`src/rtl/mem_stage_pkg.sv`:
```
// ----------------------------------------------------------------------------
// mem_stage_pkg : BEOp encodings, control-bus bit positions, FSM states and
//                 the misalignment helper shared by the MEM-stage access block.
// Revision 1.0
// ----------------------------------------------------------------------------
`default_nettype none

package mem_stage_pkg;

  localparam logic [2:0] BEOP_WORD  = 3'b000;
  localparam logic [2:0] BEOP_HALFU = 3'b001;
  localparam logic [2:0] BEOP_HALFS = 3'b010;
  localparam logic [2:0] BEOP_BYTEU = 3'b011;
  localparam logic [2:0] BEOP_BYTES = 3'b100;

  localparam int BEOP_LSB     = 7;
  localparam int MEMREAD_BIT  = 10;
  localparam int MEMWRITE_BIT = 11;

  typedef enum logic [0:0] {
    ST_IDLE = 1'b0,
    ST_REQ  = 1'b1
  } state_t;

  // Encodings 101-111 fall into the word case, so they need word alignment.
  function automatic logic is_misaligned(input logic [2:0] beop, input logic [1:0] addr_lo);
    logic mis;
    mis = 1'b0;
    case (beop)
      BEOP_HALFU, BEOP_HALFS: mis = addr_lo[0];
      BEOP_BYTEU, BEOP_BYTES: mis = 1'b0;
      default:                mis = |addr_lo;
    endcase
    return mis;
  endfunction

endpackage

`default_nettype wire

```
`src/rtl/mem_stage_access_if.sv`:
```
// ----------------------------------------------------------------------------
// mem_stage_access_if : req/ack data-memory bus between MEM stage and memory.
// Revision 1.0
// ----------------------------------------------------------------------------
`default_nettype none

interface mem_stage_access_if;
  logic        dm_req_o;
  logic        dm_we_o;
  logic [31:0] dm_addr_o;
  logic [3:0]  dm_be_o;
  logic [31:0] dm_wdata_o;
  logic [31:0] dm_rdata_i;
  logic        dm_ack_i;

  modport master (
    output dm_req_o, dm_we_o, dm_addr_o, dm_be_o, dm_wdata_o,
    input  dm_rdata_i, dm_ack_i
  );

  modport slave (
    input  dm_req_o, dm_we_o, dm_addr_o, dm_be_o, dm_wdata_o,
    output dm_rdata_i, dm_ack_i
  );
endinterface

`default_nettype wire

```
`src/rtl/mem_lane_align.sv`:
```
// ----------------------------------------------------------------------------
// mem_lane_align : store byte-enable/data lane steering and load extract/extend.
// Revision 1.0
// ----------------------------------------------------------------------------
`default_nettype none

module mem_lane_align
  import mem_stage_pkg::*;
(
  input  logic [2:0]  beop,
  input  logic [1:0]  addr_lo,
  input  logic [31:0] rt,
  input  logic [31:0] rdata,
  output logic [3:0]  be,
  output logic [31:0] wdata,
  output logic [31:0] load_data
);

  logic [15:0] half;
  logic [7:0]  byte_v;

  always_comb begin
    be        = 4'b1111;
    wdata     = rt;
    load_data = rdata;
    half      = addr_lo[1] ? rdata[31:16] : rdata[15:0];
    byte_v    = rdata[7:0];
    case (addr_lo)
      2'd1:    byte_v = rdata[15:8];
      2'd2:    byte_v = rdata[23:16];
      2'd3:    byte_v = rdata[31:24];
      default: byte_v = rdata[7:0];
    endcase

    case (beop)
      BEOP_HALFU, BEOP_HALFS: begin
        be        = addr_lo[1] ? 4'b1100 : 4'b0011;
        wdata     = {2{rt[15:0]}};
        load_data = {{16{(beop == BEOP_HALFS) & half[15]}}, half};
      end
      BEOP_BYTEU, BEOP_BYTES: begin
        be        = 4'b0001 << addr_lo;
        wdata     = {4{rt[7:0]}};
        load_data = {{24{(beop == BEOP_BYTES) & byte_v[7]}}, byte_v};
      end
      default: begin
        be        = 4'b1111;
        wdata     = rt;
        load_data = rdata;
      end
    endcase
  end

endmodule

`default_nettype wire

```
`src/rtl/mem_stage_access.sv`:
```
// ----------------------------------------------------------------------------
// mem_stage_access : MEM-stage data-memory access with stall, timeout and
//                    misalignment detection; loads the MEM/WB register.
// Revision 1.0
// ----------------------------------------------------------------------------
`default_nettype none

module mem_stage_access
  import mem_stage_pkg::*;
#(
  parameter int TIMEOUT_CYC = 16
)
(
  input  logic        clk,
  input  logic        rst,
  input  logic [31:0] signal_mem_i,
  input  logic [31:0] npc_mem_i,
  input  logic [31:0] alu_out_mem_i,
  input  logic [31:0] rt_mem_i,
  input  logic [31:0] rd_mem_i,
  mem_stage_access_if.master dm,
  output logic        stall_o,
  output logic        mem_err_o,
  output logic [31:0] signal_wb_o,
  output logic [31:0] npc_wb_o,
  output logic [31:0] alu_out_wb_o,
  output logic [31:0] rd_wb_o,
  output logic [31:0] load_data_wb_o
);

  localparam int              CNT_W    = $clog2(TIMEOUT_CYC + 1);
  localparam logic [CNT_W-1:0] CNT_LAST = CNT_W'(TIMEOUT_CYC - 1);

  state_t           state;
  logic [CNT_W-1:0] wait_cnt;
  logic             req_q;
  logic             we_q;
  logic [31:0]      addr_q;
  logic [3:0]       be_q;
  logic [31:0]      wdata_q;

  logic [2:0]  beop;
  logic        mem_write;
  logic        access;
  logic        misaligned;
  logic        ack_done;
  logic        timed_out;
  logic [3:0]  lane_be;
  logic [31:0] lane_wdata;
  logic [31:0] lane_load;

  assign beop       = signal_mem_i[BEOP_LSB +: 3];
  assign mem_write  = signal_mem_i[MEMWRITE_BIT];
  assign access     = signal_mem_i[MEMREAD_BIT] | mem_write;
  assign misaligned = access & is_misaligned(beop, alu_out_mem_i[1:0]);
  assign ack_done   = (state == ST_REQ) & dm.dm_ack_i;
  assign timed_out  = (state == ST_REQ) & ~dm.dm_ack_i & (wait_cnt == CNT_LAST);

  // Gated by rst so an asynchronous reset releases the pipeline immediately.
  assign stall_o = ~rst & (((state == ST_IDLE) & access & ~misaligned) |
                           ((state == ST_REQ) & ~ack_done & ~timed_out));

  assign dm.dm_req_o   = req_q;
  assign dm.dm_we_o    = we_q;
  assign dm.dm_addr_o  = addr_q;
  assign dm.dm_be_o    = be_q;
  assign dm.dm_wdata_o = wdata_q;

  mem_lane_align u_lane (
    .beop      (beop),
    .addr_lo   (alu_out_mem_i[1:0]),
    .rt        (rt_mem_i),
    .rdata     (dm.dm_rdata_i),
    .be        (lane_be),
    .wdata     (lane_wdata),
    .load_data (lane_load)
  );

  always_ff @(posedge clk or posedge rst) begin
    if (rst) begin
      state          <= ST_IDLE;
      wait_cnt       <= '0;
      req_q          <= 1'b0;
      we_q           <= 1'b0;
      addr_q         <= '0;
      be_q           <= '0;
      wdata_q        <= '0;
      mem_err_o      <= 1'b0;
      signal_wb_o    <= '0;
      npc_wb_o       <= '0;
      alu_out_wb_o   <= '0;
      rd_wb_o        <= '0;
      load_data_wb_o <= '0;
    end else begin
      mem_err_o <= 1'b0;
      case (state)
        ST_IDLE: begin
          if (access && !misaligned) begin
            state    <= ST_REQ;
            wait_cnt <= '0;
            req_q    <= 1'b1;
            we_q     <= mem_write;
            addr_q   <= {alu_out_mem_i[31:2], 2'b00};
            be_q     <= lane_be;
            wdata_q  <= lane_wdata;
          end else if (misaligned) begin
            mem_err_o      <= 1'b1;
            signal_wb_o    <= '0;
            npc_wb_o       <= '0;
            alu_out_wb_o   <= '0;
            rd_wb_o        <= '0;
            load_data_wb_o <= '0;
          end else begin
            signal_wb_o    <= signal_mem_i;
            npc_wb_o       <= npc_mem_i;
            alu_out_wb_o   <= alu_out_mem_i;
            rd_wb_o        <= rd_mem_i;
            load_data_wb_o <= '0;
          end
        end
        ST_REQ: begin
          if (ack_done) begin
            state          <= ST_IDLE;
            req_q          <= 1'b0;
            signal_wb_o    <= signal_mem_i;
            npc_wb_o       <= npc_mem_i;
            alu_out_wb_o   <= alu_out_mem_i;
            rd_wb_o        <= rd_mem_i;
            load_data_wb_o <= mem_write ? 32'd0 : lane_load;
          end else if (timed_out) begin
            state          <= ST_IDLE;
            req_q          <= 1'b0;
            mem_err_o      <= 1'b1;
            signal_wb_o    <= '0;
            npc_wb_o       <= '0;
            alu_out_wb_o   <= '0;
            rd_wb_o        <= '0;
            load_data_wb_o <= '0;
          end else begin
            wait_cnt <= wait_cnt + 1'b1;
          end
        end
        default: state <= ST_IDLE;
      endcase
    end
  end

endmodule

`default_nettype wire

```
`src/flat_wrapper.sv`:
```
// flat-port wrapper written by rule: the top's interface ports become plain ports
module mem_stage_access_flat import mem_stage_pkg::*;
#(
  parameter int TIMEOUT_CYC = 16
)
  (clk, rst, signal_mem_i, npc_mem_i, alu_out_mem_i, rt_mem_i, rd_mem_i, stall_o, mem_err_o, signal_wb_o, npc_wb_o, alu_out_wb_o, rd_wb_o, load_data_wb_o, dm_dm_req_o, dm_dm_we_o, dm_dm_addr_o, dm_dm_be_o, dm_dm_wdata_o, dm_dm_rdata_i, dm_dm_ack_i);
  mem_stage_access_if dm_i ();
  input  logic clk;
  input  logic rst;
  input  logic [31:0] signal_mem_i;
  input  logic [31:0] npc_mem_i;
  input  logic [31:0] alu_out_mem_i;
  input  logic [31:0] rt_mem_i;
  input  logic [31:0] rd_mem_i;
  output logic stall_o;
  output logic mem_err_o;
  output logic [31:0] signal_wb_o;
  output logic [31:0] npc_wb_o;
  output logic [31:0] alu_out_wb_o;
  output logic [31:0] rd_wb_o;
  output logic [31:0] load_data_wb_o;
  output wire logic [$bits(dm_i.dm_req_o)-1:0] dm_dm_req_o;
  output wire logic [$bits(dm_i.dm_we_o)-1:0] dm_dm_we_o;
  output wire logic [$bits(dm_i.dm_addr_o)-1:0] dm_dm_addr_o;
  output wire logic [$bits(dm_i.dm_be_o)-1:0] dm_dm_be_o;
  output wire logic [$bits(dm_i.dm_wdata_o)-1:0] dm_dm_wdata_o;
  input wire logic [$bits(dm_i.dm_rdata_i)-1:0] dm_dm_rdata_i;
  input wire logic [$bits(dm_i.dm_ack_i)-1:0] dm_dm_ack_i;
  assign dm_dm_req_o = dm_i.dm_req_o;
  assign dm_dm_we_o = dm_i.dm_we_o;
  assign dm_dm_addr_o = dm_i.dm_addr_o;
  assign dm_dm_be_o = dm_i.dm_be_o;
  assign dm_dm_wdata_o = dm_i.dm_wdata_o;
  assign dm_i.dm_rdata_i = dm_dm_rdata_i;
  assign dm_i.dm_ack_i = dm_dm_ack_i;
  mem_stage_access #(.TIMEOUT_CYC(TIMEOUT_CYC)) u_core (.clk(clk), .rst(rst), .signal_mem_i(signal_mem_i), .npc_mem_i(npc_mem_i), .alu_out_mem_i(alu_out_mem_i), .rt_mem_i(rt_mem_i), .rd_mem_i(rd_mem_i), .dm(dm_i), .stall_o(stall_o), .mem_err_o(mem_err_o), .signal_wb_o(signal_wb_o), .npc_wb_o(npc_wb_o), .alu_out_wb_o(alu_out_wb_o), .rd_wb_o(rd_wb_o), .load_data_wb_o(load_data_wb_o));
endmodule
```
`config.mk`:
```
export PLATFORM = sky130hd
export DESIGN_NAME = mem_stage_access_flat
export DESIGN_NICKNAME = d
export VERILOG_FILES = /design/src/rtl/mem_stage_pkg.sv /design/src/rtl/mem_stage_access_if.sv /design/src/rtl/mem_lane_align.sv /design/src/rtl/mem_stage_access.sv /design/src/flat_wrapper.sv
export SDC_FILE = /design/constraint.sdc
export NUM_CORES = 1
export LEC_CHECK = 0
export CORE_AREA = 10 10 157 159
export DETAILED_ROUTE_END_ITERATION = 7
export DIE_AREA = 0 0 167 169
export PLACE_DENSITY = 0.9
export SETUP_SLACK_MARGIN = 0.05
export SYNTH_ARGS = -nofsm -noshare
export SYNTH_HDL_FRONTEND = slang
export SYNTH_SLANG_ARGS = --single-unit
```
`constraint.sdc`:
```
create_clock -name clk -period 20.7 [get_ports clk]
set_clock_uncertainty 0.05 [all_clocks]
set_input_delay 4.14 -clock clk [delete_from_list [all_inputs] [get_ports clk]]
set_output_delay 4.14 -clock clk [all_outputs]
set_load 0.005 [all_outputs]
```
Word-level counts from Yosys, hierarchy flattened --
Cells that the tools add are included.
Word-level totals: register bits after elaboration 235, bits of input ports 195, output and inout bits 232, word-level logic and storage cells 101
Cells by class: add/sub/neg operators 1, equality and inequality tests 13, shift-type cells 1, multiplexer cells 45, bitwise operators 19, reduce and logical (&&, ||, !) cells 9
Operator list (count):
- $mux 32 | 16
- $pmux 32 s2 | 7
- $pmux 8 s3 | 1
- $mux 16 | 1
- $mux 5 | 3
- $and 1x1->1 | 11
- $mux 1 | 10
- $pmux 5 s2 | 1
- $ne 2x2->1 const B | 4
- $pmux 1 s2 | 4
- $pmux 4 s2 | 1
- $eq 3x2->1 const B | 2
- $not 1->1 | 6
- $reduce_and 2->1 | 3
- $reduce_or 2->1 | 3
- $add 5x1->5 const B | 1
- $eq 5x4->1 const B | 1
- $eq 2x2->1 const B | 2
- $mux 4 | 1
- $shl 1x2->4 const A | 1
- $eq 3x1->1 const B | 1
- $eq 3x3->1 const B | 1
- $ne 3x3->1 const B | 1
- $reduce_and 3->1 | 1
- other kinds (4) | 5

Logic depth before layout (Yosys ltp) --
depth after elaboration 8, gate-level depth with buffers 10, depth with buffers taken out 7

Hierarchy --
From an unflattened synthesis, not the netlist that was laid out.
Unflattened totals: cell total of the unflattened synthesis 754, area, all modules 10013.4 um^2
By module, submodules not included:
- mem_stage_access | times used 1, cells each 551, area each 8529.4 um^2, sequential area each 5880.6 um^2
- mem_lane_align | times used 1, cells each 203, area each 1483.9 um^2, sequential area each 0.0 um^2

Worst setup path before layout --
OpenSTA, ideal clock, no wires.
kind input -> output, from input signal_mem_i[8], to output stall_o, arrival time 5.277 ns, data required time 16.510 ns, path slack 11.233 ns, cell stages on the path 7, buffers on the path 2, cells stage by stage buf_2 > or2_1 > buf_2 > a2111oi_4 > nor2_2 > nor2_4 > nor2_1
Between the ends: word-level cells in the longest chain between the ends 8, elaborated cells between the ends (all ways) 12, those cells by class eq/ne: 4; mux: 1; bitwise: 5; reduce/logical: 2
RTL lines:
- start, declared | line flat_wrapper.sv:10 | input logic [31:0] signal_mem_i;
- $eq 3x2->1, or another cell as far along | line mem_stage_pkg.sv:29 | case (beop)
- $reduce_or 2->1 | line mem_stage_pkg.sv:29
- $pmux 1 s2 * | line mem_stage_pkg.sv:29
- $and 1x1->1 * | line mem_stage_access.sv:55 | assign misaligned = access & is_misaligned(beop, alu_out_mem_i[1:0]);
- $not 1->1 * | line mem_stage_access.sv:60 | assign stall_o = ~rst & (((state == ST_IDLE) & access & ~misaligned) |
- $and 1x1->1 * | line mem_stage_access.sv:60
- $or 1x1->1 * | line mem_stage_access.sv:60
- $and 1x1->1 * | line mem_stage_access.sv:60
- end, declared | line flat_wrapper.sv:15 | output logic stall_o;
Mark *: on every way between the ends. The rest lies on a longest branch, timed or not.

Worst setup path in the final report --
from input signal_mem_i[9], to output stall_o
The elaborated chain is that of the path after synthesis.

==> metrics.sh <==
SYNTH_SEQ_AREA_SHARE_PCT=61.8
DRTPASS1ITERATIONS=5
FILLERS=1511
SYNTH_ENABLE_FLOP_CELLS=0
N_ANTENNA_CELL=0
CP.ARRIVAL_NS=6.89
RUN_STATUS='finished clean'
SYNTHDOMINANTAREACELLTYPE='sky130_fd_sc_hd__dfrtp_1'
CTS_BUFFERS=25
MULTI_INPUT_COMB_AREA_UM2=3330
CLOCK_LATENCY_OF_THE_LATER_CLOCKED_REGISTER_IN_THE_WORST_SKEW_PAIR_NS=0.51
CLOCK-SINKS=235
DP_HPWL_UM=26100
POST_SYNTH.CELL_AREA_AVG_UM2=11.7
GRT_REMAINING_OVERFLOW=0
REGAREA_UM2=5880
ANTENNA_LEFT=0
FLOORPLAN.DIE_AREA_UM2=28200
SLEW_VIOLATIONS=0
AVGVIACOUNTPERCELL=5.61
VDD.IR_DROP.WORST_V=0.0000603
CRIT_PATH_CELL_TRACE='clkdlybuf4s50_1 > nor3b_2 > a2111oi_4 > nor2_4 > nor2_4 > nor2_1 > clkdlybuf4s50_1'
INITIAL_UTILIZATION_PCT=44.2
GROUTE.USAGE.OVERALL_PCT=24.1
DR_TOTAL_VIAS=8415
FINAL_MIN_PERIOD_OVER_CLOCK_PERIOD_PCT=53.6
CLK_PIN_SLEW_NS=0.06
TIMING.FMAX_MHz=90.2
FIRST_GLOBAL_VIAS=8740
LAYOUT-DRIVE-GT1-SHARE_PCT=5.41
GP_CONGESTION=0.894
PLACEMENT.IO_BUFFERS=424
SYNTHARSTFLOPSHARE_PCT=100
H-TREE-DEPTH=1
CORE_OUTLINE_AREA_UM2=21600
TOP_LEVEL_PORTS=427
MIN_PERIOD_NS=11.08
SYNTH.FF_LATCH_COUNT=235
MAX-SLEW-MARGIN-REL_PCT=19.5
MAX_CAP_VIOL_COUNT=0
DETAIL_ROUTE.ITER0.VIOLATIONS=900
POWER_DENSITY_nW_PER_UM2=109
CRITICAL-PATH-SLOWEST-CELL='sky130_fd_sc_hd__clkdlybuf4s50_1'
SYNTH.TOP_CELL.AREA_SHARE_PCT=61.8
INSTANCES_NO_FILL=1501
STATIC_POWER_DUE_TO_LEAKAGE_nW=6.55
DIE_HEIGHT_UM=169
POST_CTS_HOLD_BUFFER_COUNT=0
BUFFER_TYPE_AT_THE_CLOCK_TREE_ROOT='sky130_fd_sc_hd__clkbuf_16'
WORST_PATH_MAX_FANOUT=26
CPPEAKSTAGEDELAY_NS=1.07
GLOBAL_ROUTE_WIRE_LENGTH_BEFORE_REPAIR_UM=54500
SETUP_VIOL=0
SYNTH_FLOP_CELL='sky130_fd_sc_hd__dfrtp_1'
POST_CTS_RESIZE_COUNT=0
ROUTED_WIRELENGTH_UM=36000
PLACEMENTROWS=54
SYNTHESIS.AREA_UM2=9520
FINAL_NETS=1403
CTS.REPAIR_TIMING.SETUP_BUFFER_COUNT=0
PLACED_CELLS=1459
LAYOUT_SETUP_WS_NS=9.62
DRC_ERRORS=0
WORST_HOLD_PATH_TYPE='reg -> reg'
TIMING.CRITICAL_PATH.REQUIRED_NS=16.51
SYN-INSTANCE-COUNT=816
CTS-ROOT-TO-SINK-BUFFERS=3
YOSYSWARNINGS=0
PRE_CTS_WS_NS=9.65
YS_TYPES=56
POST_DRT_WL_PER_CELL_UM=24.0
GRT_START_MAX_NET_PINS=99
RSZ0062_AT_GRT='false'
TIMING_WORST_SETUP_PATH_TYPE='in -> out'
DIE_WIDTH_UM=167
ANTENNA_VIOLATIONS_BEFORE_REPAIR=0
CP-END-KIND='output port'
TRITONCTS='built'
LAYOUT-AREA-OVERHEAD-VS-SYNTH_PCT=54.3
WORST_SETUP_PATH_START_KIND='input port'
WORSTMARGINPINSLEW_NS=1.20
SYNTH.AREA.TOP_CELLS='sky130_fd_sc_hd__dfrtp_1 (62%), sky130_fd_sc_hd__a22o_1 (12%), sky130_fd_sc_hd__nand2_1 (6.3%), sky130_fd_sc_hd__o2bb2ai_1 (2.1%), sky130_fd_sc_hd__nor2_1 (1.6%)'
FINALHOLDVIOLCOUNT=0
SETUP_TNS_NS=0
flip-flops by register name, summed over array words and instances (netlist names):
register	count
u_core.dm.dm_addr_o	30
u_core.rd_wb_o	32
u_core.load_data_wb_o	32
u_core.wait_cnt	5
u_core.dm.dm_wdata_o	32
u_core.state	1
u_core.dm.dm_we_o	1
u_core.alu_out_wb_o	32
u_core.dm.dm_be_o	4
u_core.signal_wb_o	32
u_core.dm.dm_req_o	1
u_core.mem_err_o	1
u_core.npc_wb_o	32
worst max-delay path, delay by kind of cell:
kind            cells  cell delay, ns
buf+inv             2            1.58
simple gates        4            1.01
compound gates      1            0.15
per-stage QoR:
| stage | instance area [um^2] | power (mW) | hold slack (ns) | util (%) |
|---|---|---|---|---|
| global placement | 13900 | 1.15 | 0.406 | 64.4 |
| floorplan | 9530 | 0.822 | 0.418 | - |
| finish | 14700 | 1.60 | 0.423 | 68.2 |
| detailed placement | 13900 | 1.17 | 0.412 | 64.4 |
| global route | 14700 | 1.68 | 0.438 | 68.2 |
| CTS | 14700 | 1.61 | 0.427 | 68.2 |
placed cells by master (no fill, tap or decap), types with 8 or more instances in the layout:
master                            count
sky130_fd_sc_hd__a31oi_1              8
sky130_fd_sc_hd__nand2_1            159
sky130_fd_sc_hd__clkbuf_16           25
sky130_fd_sc_hd__clkdlybuf4s50_1    424
sky130_fd_sc_hd__mux2i_1             11
sky130_fd_sc_hd__o2bb2ai_1           23
sky130_fd_sc_hd__clkbuf_8             8
sky130_fd_sc_hd__a21oi_1             13
sky130_fd_sc_hd__a221oi_1             8
sky130_fd_sc_hd__a22o_1             132
sky130_fd_sc_hd__dfrtp_1            235
sky130_fd_sc_hd__o21ai_0             25
sky130_fd_sc_hd__buf_4                8
sky130_fd_sc_hd__nor2_1              40
sky130_fd_sc_hd__o22ai_1              8
cells by family after synthesis:
family	count (synthesis)	synth area share (%)
AOI/OAI and AO/OA	247	21.0
xor gates and xnor gates	5	0.539
adders and majority gates	2	0.263
buffers and inverters	73	3.51
DFF	235	61.8
muxes	18	2.58
other	1	0.0394
and+or+nand+nor	235	10.3
metal layers:
layer	global-route usage [%]	wire length [um]
met3	7.18	3190
met2	41.4	18000
met5	0	0
met4	7.56	1150
met1	28.5	13600
where the power goes:
group / internal, mW / switching, mW
logic: 0.299 / 0.222
clock network: 0.261 / 0.177
registers: 0.572 / 0.0679
total: 1.13 / 0.467
synth_stat cells, drive strengths merged, types with 3 or more instances:
cell type / instances
a21o: 3
a21oi: 13
a221o: 7
a221oi: 8
a22o: 132
a31oi: 8
a32o: 3
buf: 32
clkbuf: 38
dfrtp: 235
inv: 3
mux2i: 11
mux4: 5
nand2: 159
nand2b: 8
nand3: 3
nor2: 43
nor3: 4
o21ai: 26
o221ai: 3
o22ai: 8
o2bb2ai: 23
o31ai: 3
or2: 3
xnor2: 3
worst paths after layout:
path                            cells past startpoint                from                      end  slack, ns
worst max-delay path                                7     signal_mem_i[9]                  stall_o       9.62
worst min-delay path                                2   u_core.dm.dm_we_o        u_core.dm.dm_we_o       0.42
worst max register to register                      8  u_core.wait_cnt[0]   u_core.signal_wb_o[21]      17.13
worst min register to register                      2   u_core.dm.dm_we_o        u_core.dm.dm_we_o       0.42
max in group asynchronous                           3                 rst  u_core.alu_out_wb_o[12]      15.04
min in group asynchronous                           2                 rst  u_core.dm.dm_addr_o[15]       4.18
cell type report:
class / count / area share, %
sequential: 235 / 40.0
timing repair buffer: 432 / 29.3
multi-input combinational: 509 / 22.7
clock buffer: 37 / 5.11
tap: 280 / 2.38
clock inverter: 5 / 0.366
inverter: 3 / 0.145
(Power assumes the default switching activity.)
